[src/rtl/hist_addr_distributer.sv]
`default_nettype none
// ============================================================================
//  Module      : hist_addr_distributer
//  Description : Classifies coincidence events (start channel, end channel,
//                coarse interval) into a histogram bin around CENTER, buffers
//                the bin addresses in a show-ahead FIFO and hands them to the
//                histogram incrementer over a valid/ready handshake. Events
//                that cannot be binned are counted in drop_cnt.
//  Config      : define HIST_DROP_CNT_EN to build the saturating drop counter;
//                when undefined, drop_cnt is tied to 0.
//  Revision    : 1.0 - initial release
// ============================================================================
module hist_addr_distributer #(
   parameter int CH_W       = 2,
   parameter int INT_W      = 7,
   parameter int ADDR_W     = 8,
   parameter int CENTER     = 128,
   parameter int CH_A       = 1,
   parameter int CH_B       = 2,
   parameter int FIFO_DEPTH = 4,
   parameter int CNT_W      = 16
) (
   input  logic              clk,
   input  logic              rst_n,
   input  logic [CH_W-1:0]   START,
   input  logic [CH_W-1:0]   END,
   input  logic [INT_W-1:0]  INTERVAL,
   input  logic              data_arrived,
   output logic [ADDR_W-1:0] inc_addr,
   output logic              inc_valid,
   input  logic              inc_ready,
   output logic [CNT_W-1:0]  drop_cnt,
   output logic              fifo_full
);

   // Two guard bits above the address: one absorbs CENTER+INTERVAL carry,
   // the top one acts as sign, so out-of-range results are never wrapped.
   localparam int SW    = ADDR_W + 2;
   localparam int PTR_W = $clog2(FIFO_DEPTH);

   localparam logic [CH_W-1:0]  c_CH_A   = CH_W'(CH_A);
   localparam logic [CH_W-1:0]  c_CH_B   = CH_W'(CH_B);
   localparam logic [SW-1:0]    c_CENTER = SW'(CENTER);
   localparam logic [PTR_W:0]   c_DEPTH  = (PTR_W+1)'(FIFO_DEPTH);

   // ---------------------------------------------------------------- capture
   logic              r_meta;
   logic              r_sync;
   logic              r_sync_d;
   logic              w_rise;
   logic              r_evt;
   logic [CH_W-1:0]   r_start;
   logic [CH_W-1:0]   r_end;
   logic [INT_W-1:0]  r_interval;

   assign w_rise = r_sync & ~r_sync_d;

   // Synchronise the strobe, detect its rising edge and latch the event fields
   always_ff @(posedge clk or negedge rst_n) begin
      if (!rst_n) begin
         r_meta     <= 1'b0;
         r_sync     <= 1'b0;
         r_sync_d   <= 1'b0;
         r_evt      <= 1'b0;
         r_start    <= '0;
         r_end      <= '0;
         r_interval <= '0;
      end else begin
         r_meta   <= data_arrived;
         r_sync   <= r_meta;
         r_sync_d <= r_sync;
         r_evt    <= w_rise;
         if (w_rise) begin
            r_start    <= START;
            r_end      <= END;
            r_interval <= INTERVAL;
         end
      end
   end

   // --------------------------------------------------------------- classify
   logic [SW-1:0]     w_ival;
   logic [SW-1:0]     w_sum;
   logic              w_cls_ok;
   logic              r_cls_v;
   logic              r_cls_ok;
   logic [ADDR_W-1:0] r_cls_addr;

   assign w_ival = SW'(r_interval);

   // Map the latched codes to a bin; anything unrecognised or out of range fails
   always_comb begin
      w_sum    = c_CENTER;
      w_cls_ok = 1'b0;
      if (r_start == '0 && r_end == '1 && r_interval == '0) begin
         w_sum    = c_CENTER;
         w_cls_ok = 1'b1;
      end else if (r_start == c_CH_A && r_end == c_CH_B) begin
         w_sum    = c_CENTER + w_ival;
         w_cls_ok = (w_sum[SW-1:ADDR_W] == '0);
      end else if (r_start == c_CH_B && r_end == c_CH_A) begin
         w_sum    = c_CENTER - w_ival;
         w_cls_ok = (w_sum[SW-1:ADDR_W] == '0);
      end
   end

   // Register the classification result one cycle after capture
   always_ff @(posedge clk or negedge rst_n) begin
      if (!rst_n) begin
         r_cls_v    <= 1'b0;
         r_cls_ok   <= 1'b0;
         r_cls_addr <= '0;
      end else begin
         r_cls_v    <= r_evt;
         r_cls_ok   <= w_cls_ok;
         r_cls_addr <= w_sum[ADDR_W-1:0];
      end
   end

   // ------------------------------------------------------------------- FIFO
   logic [ADDR_W-1:0] r_mem [FIFO_DEPTH];
   logic [PTR_W-1:0]  r_wr_ptr;
   logic [PTR_W-1:0]  r_rd_ptr;
   logic [PTR_W:0]    r_count;
   logic              w_wr;
   logic              w_rd;

   // Fullness is judged before any same-cycle read, so a write into a full
   // FIFO is always rejected even when the head is leaving.
   assign fifo_full = (r_count == c_DEPTH);
   assign inc_valid = (r_count != '0);
   assign inc_addr  = inc_valid ? r_mem[r_rd_ptr] : '0;
   assign w_rd      = inc_valid & inc_ready;
   assign w_wr      = r_cls_v & r_cls_ok & ~fifo_full;

   // Storage array; contents are only observable through a valid head entry
   always_ff @(posedge clk) begin
      if (w_wr) begin
         r_mem[r_wr_ptr] <= r_cls_addr;
      end
   end

   // Pointer and occupancy bookkeeping; reset flushes everything
   always_ff @(posedge clk or negedge rst_n) begin
      if (!rst_n) begin
         r_wr_ptr <= '0;
         r_rd_ptr <= '0;
         r_count  <= '0;
      end else begin
         if (w_wr) begin
            r_wr_ptr <= r_wr_ptr + 1'b1;
         end
         if (w_rd) begin
            r_rd_ptr <= r_rd_ptr + 1'b1;
         end
         case ({w_wr, w_rd})
            2'b10:   r_count <= r_count + 1'b1;
            2'b01:   r_count <= r_count - 1'b1;
            default: r_count <= r_count;
         endcase
      end
   end

   // ----------------------------------------------------------- drop counter
`ifdef HIST_DROP_CNT_EN
   logic             w_drop;
   logic [CNT_W-1:0] r_drop_cnt;

   // Events reach this point at most one per clock, so a single increment suffices
   assign w_drop   = r_cls_v & (~r_cls_ok | fifo_full);
   assign drop_cnt = r_drop_cnt;

   // Saturating count of discarded events
   always_ff @(posedge clk or negedge rst_n) begin
      if (!rst_n) begin
         r_drop_cnt <= '0;
      end else if (w_drop && r_drop_cnt != '1) begin
         r_drop_cnt <= r_drop_cnt + 1'b1;
      end
   end
`else
   assign drop_cnt = '0;
`endif

endmodule
`default_nettype wire

[config.mk]
export PLATFORM = sky130hd
export DESIGN_NAME = hist_addr_distributer
export DESIGN_NICKNAME = d
export VERILOG_FILES = /design/src/rtl/hist_addr_distributer.sv
export SDC_FILE = /design/constraint.sdc
export NUM_CORES = 1
export LEC_CHECK = 0
export ABC_AREA = 1
export CELL_PAD_IN_SITES_DETAIL_PLACEMENT = 2
export CELL_PAD_IN_SITES_GLOBAL_PLACEMENT = 2
export CORE_AREA = 5 5 98 100
export CTS_CLUSTER_DIAMETER = 50
export DETAILED_ROUTE_END_ITERATION = 7
export DIE_AREA = 0 0 103 105
export MAX_ROUTING_LAYER = met4
export PLACE_DENSITY_LB_ADDON = 0.1
export SYNTH_ARGS = -nofsm -noshare
export SYNTH_HDL_FRONTEND = slang
export SYNTH_SLANG_ARGS = --single-unit
[constraint.sdc]
create_clock -name clk -period 2.1 [get_ports clk]
set_input_delay 0.21 -clock clk [delete_from_list [all_inputs] [get_ports clk]]
set_output_delay 0.21 -clock clk [all_outputs]
set_load 0.01 [all_outputs]
==> results.md <==
Setup path:
- The worst setup path is launched from a flip-flop.
- The worst register-to-register path begins at r_count[0].
- The library cell contributing the largest single delay on the critical path is dfrtp_1.
- In this design, the critical path's most frequently occurring cell is inv_1.
- In this run the number of cells on the critical path is 9.
- In this design, the stage delay of the slowest critical-path cell is between 0.3 and 0.4 ns.
- For the worst setup path, the data arrival time is ~2.2 ns.
- The cell class contributing the biggest share of worst-path delay is simple AND/OR/NAND/NOR gates.
- The worst-path maximum fanout is 3.
- The start-to-end type of the worst setup path is flip-flop to flip-flop.
- The critical path goes through inv_1, nand3_1, nand3_2, ha_1, inv_1, fa_1, or2_2, nand2_1, xor2_1.
- The start point of the critical path is r_count[0].
- The data required time at the worst endpoint is about 2.4 ns.
- Together, buffers and inverters on the worst path number 2.
- The worst reg2reg path depth is 9.
- The kind of capture point of the worst setup path is a flip-flop.
- The capture instance of the worst register-to-register path is r_count[2].
- The register-to-register path setup slack is between 0.1 and 0.15 ns.

CTS:
- Clock-pin slew was measured on the worst setup and hold paths at around 0.070 ns.
- The tree built by TritonCTS fans out to 64 sinks.
- Clock tree synthesis selected as its root buffer the cell clkbuf_8.
- The clock passes through at most 2 buffers.
- The clock insertion delay at the later pin of the skew report is about 0.34 ns.
- TritonCTS built the clock tree.
- Hold repair after CTS inserted 0 buffers.
- The total clock buffers created by CTS is 9.
- The number of H-tree levels is 3.

Global routing:
- For this run the aggregate overflow at the end of global routing stands at 0.
- The via count of the first global-routing pass was between 2000 and 2500.
- The overall global routing resource usage is 12.9%.
- The initial antenna violation count was 0.
- The first-pass GRT wire length is 10.2 mm.
- The maximum number of pins on one net before global-route repair is 33.

Floorplanning:
- The effective utilization at floorplan is between 30% and 40%.
- The die is between 100 and 150 µm wide.
- The vertical die dimension is 105 µm.
- The die covers between 0.01 and 0.015 mm².
- The core region is approximately 0.0086 mm².
- For this design the top-level I/O count stands at slightly above 40.
- The floorplan row count is 34.

Timing:
- The highest clock frequency the design can meet is between 0.5 and 0.6 GHz.
- Setup repair after global routing left no endpoint under its margin.
- The number of failing hold endpoints at the final stage was 0.
- The number of slew-limit violations in the final report came to 0.
- The final critical path takes up 93.5% of the cycle.
- The final setup TNS is 0 ns.
- The final worst clock skew is between 0.007 and 0.008 ns.
- The count of endpoints failing setup in the final report is 0.
- The final period demand of the worst path is a little under 2 ns.

Logic synthesis:
- Yosys printed 0 warnings.
- The synthesized instance count is ~270.
- The synthesized area divided by synthesized cell count is roughly 11 µm².
- The synthesized design contains 64 register bits.
- For this run, the register share of the synthesized area comes to 62.4%.
- After synthesis, the netlist uses 26 different library cells.
- The post-synthesis cell area is approximately 0.0028 mm².

Drt:
- Dividing the detail-routed wire length by the instance count gives 14.6 µm.
- For this block, the routed nets add up to 6.14 mm of wire.
- The antenna violation net count after detailed routing is 0.
- In this run, the number of DRC markers left after iteration 0 of detailed routing was between 50 and 60.
- For this run, design rule violations remaining after detail routing come to 0.
- The count of vias placed by the detailed router is around 1900.
- The per-cell via count in the routed design is ~4.5.
- The length of the first detailed-routing pass in iterations is 4.

Power:
- In this run the power density over the cells is 1120 mW/mm².
- The static leakage is approximately 0.0014 µW.
- Across the VDD grid, the largest voltage drop is ~0.32 mV.

Layout:
- After filler insertion, the fill cell instance count of the layout stands at ~960.
- The number of diodes added for antenna fixing is 0.
- After routing the design area is approximately 0.0033 mm².
- The net count reported at finish is 330.
- The fraction of layout instances using a drive strength above 1 is 12.1%.
- The area growth from synthesis to layout is 17.4%.

Place:
- At the end of routability-driven placement, the weighted congestion stood at ~0.76.
- After detailed placement, the total cell area comes to 0.00316 mm².
- Summed over all nets, the half-perimeter wirelength after detailed placement is between 4 and 5 mm.
- Input and output buffers added on the ports amount to 24.

Run status:
- The flow ran to the end, and the final reports show no timing, DRC or antenna violations.

Min path:
- In this run the worst hold path is classified as input pin to async pin.

Flow run:
- The number of violations of the max-capacitance limit is 0.
logic make-up after synthesis:
kind of cell | after synthesis | synth area share (%)
AOI/OAI and AO/OA | 39 | 6.91
buffers and inverters | 46 | 9.65
and+or+nand+nor | 106 | 16.0
xor gates and xnor gates | 5 | 1.55
adders and majority gates | 7 | 3.37
other | 1 | 0.133
DFF | 64 | 62.4
flip-flops by register name, indices dropped and copies added (netlist names):
name / flops
r_mem: 32
r_cls_addr: 8
r_interval: 7
r_count: 3
r_end: 2
r_rd_ptr: 2
r_start: 2
r_wr_ptr: 2
r_cls_ok: 1
r_cls_v: 1
r_evt: 1
r_meta: 1
r_sync: 1
r_sync_d: 1
what timing repair did:
item / in CTS / in global routing
setup endpoints to repair: 8 / 1
setup buffers: 0 / 0
gates resized for setup: 9 / 2
layout make-up:
cell class	instances	area, µm²	share of cell area (%)
well taps	108	135	4.08
multi-input cells	173	847	25.5
inverters	25	93.8	2.83
clock buffers	12	145	4.38
repair buffers	35	309	9.32
clock inverters	4	22.5	0.679
flip-flops and latches	64	1760	53.2
cell usage in the layout, fill, tap and decap left out, types with 2 or more instances in the layout:
master,Yosys,final
clkbuf_1,0,2
dlygate4sd2_1,0,7
edfxtp_1,32,32
buf_4,16,11
clkinv_2,0,3
inv_2,2,2
o21ai_1,10,10
nand2_1,40,40
ha_1,6,6
inv_1,23,23
a21oi_1,11,11
nor2_2,3,3
nand3_1,12,12
nand3_2,2,2
nor2_1,43,43
or2_2,2,2
o21ai_0,18,18
conb_1,1,16
xor2_1,4,4
dfrtp_1,32,31
clkdlybuf4s50_1,0,16
clkbuf_8,0,10
worst reg2reg max path: stages (launching register included):
cell     delay (ns)
dfrtp_1        0.39
inv_1          0.13
nand3_1        0.14
nand3_2        0.10
ha_1           0.14
inv_1          0.06
fa_1           0.38
or2_2          0.31
nand2_1        0.08
xor2_1         0.16
metal layers:
layer / track usage [%] / wire length (µm)
met1: 14.2 / 2560
met2: 21.5 / 3230
met3: 3.40 / 239
met4: 6.11 / 114
met5: - / 0
where the power goes:
part	internal, µW	switching [µW]
combinational	512	733
clock	455	459
sequential	1450	105
per-stage QoR:
step           util, %  hold slack (ns)  total power [µW]  worst slack, ns  cells
4_1_cts           38.6            0.274              3810           0.0591    421
3_3_place_gp      36.8            0.333              2900           0.0998    405
3_5_place_dp      36.8            0.343              2950          0.00347    405
2_1_floorplan        -          -0.0856              2430            0.222    283
6_report          38.6            0.275              3720            0.136    421
5_1_grt           38.6            0.283              4000          0.00146    421
Yosys cell counts:
master,number,area share [%]
nand4_1,1,0.22
nor2_1,43,5.7
o21ai_0,18,3.2
nand3_1,12,2.1
ha_1,6,2.7
nor2_2,3,0.66
or2_2,2,0.44
dfrtp_1,32,28
fa_1,1,0.71
nor2_4,1,0.40
xnor2_1,1,0.31
a21oi_1,11,1.9
o21ai_1,10,1.8
buf_6,3,1.2
edfxtp_1,32,34
inv_2,2,0.27
buf_2,1,0.18
buf_12,1,0.71
nand2_2,1,0.22
inv_1,23,3.1
nand2_1,40,5.3
or2_1,1,0.22
buf_4,16,4.3
nand3_2,2,0.71
conb_1,1,0.13
xor2_1,4,1.2
how the worst max path moves through the flow:
stage	endpoint	slack, ns
floorplan	r_count[2]	0.22
global placement	r_count[2]	0.1
detailed placement	r_count[2]	0.003
CTS	inc_addr[5]	0.06
global route	inc_addr[7]	0.001
finish	r_count[2]	0.14
Power figures use the tool's default switching activity.
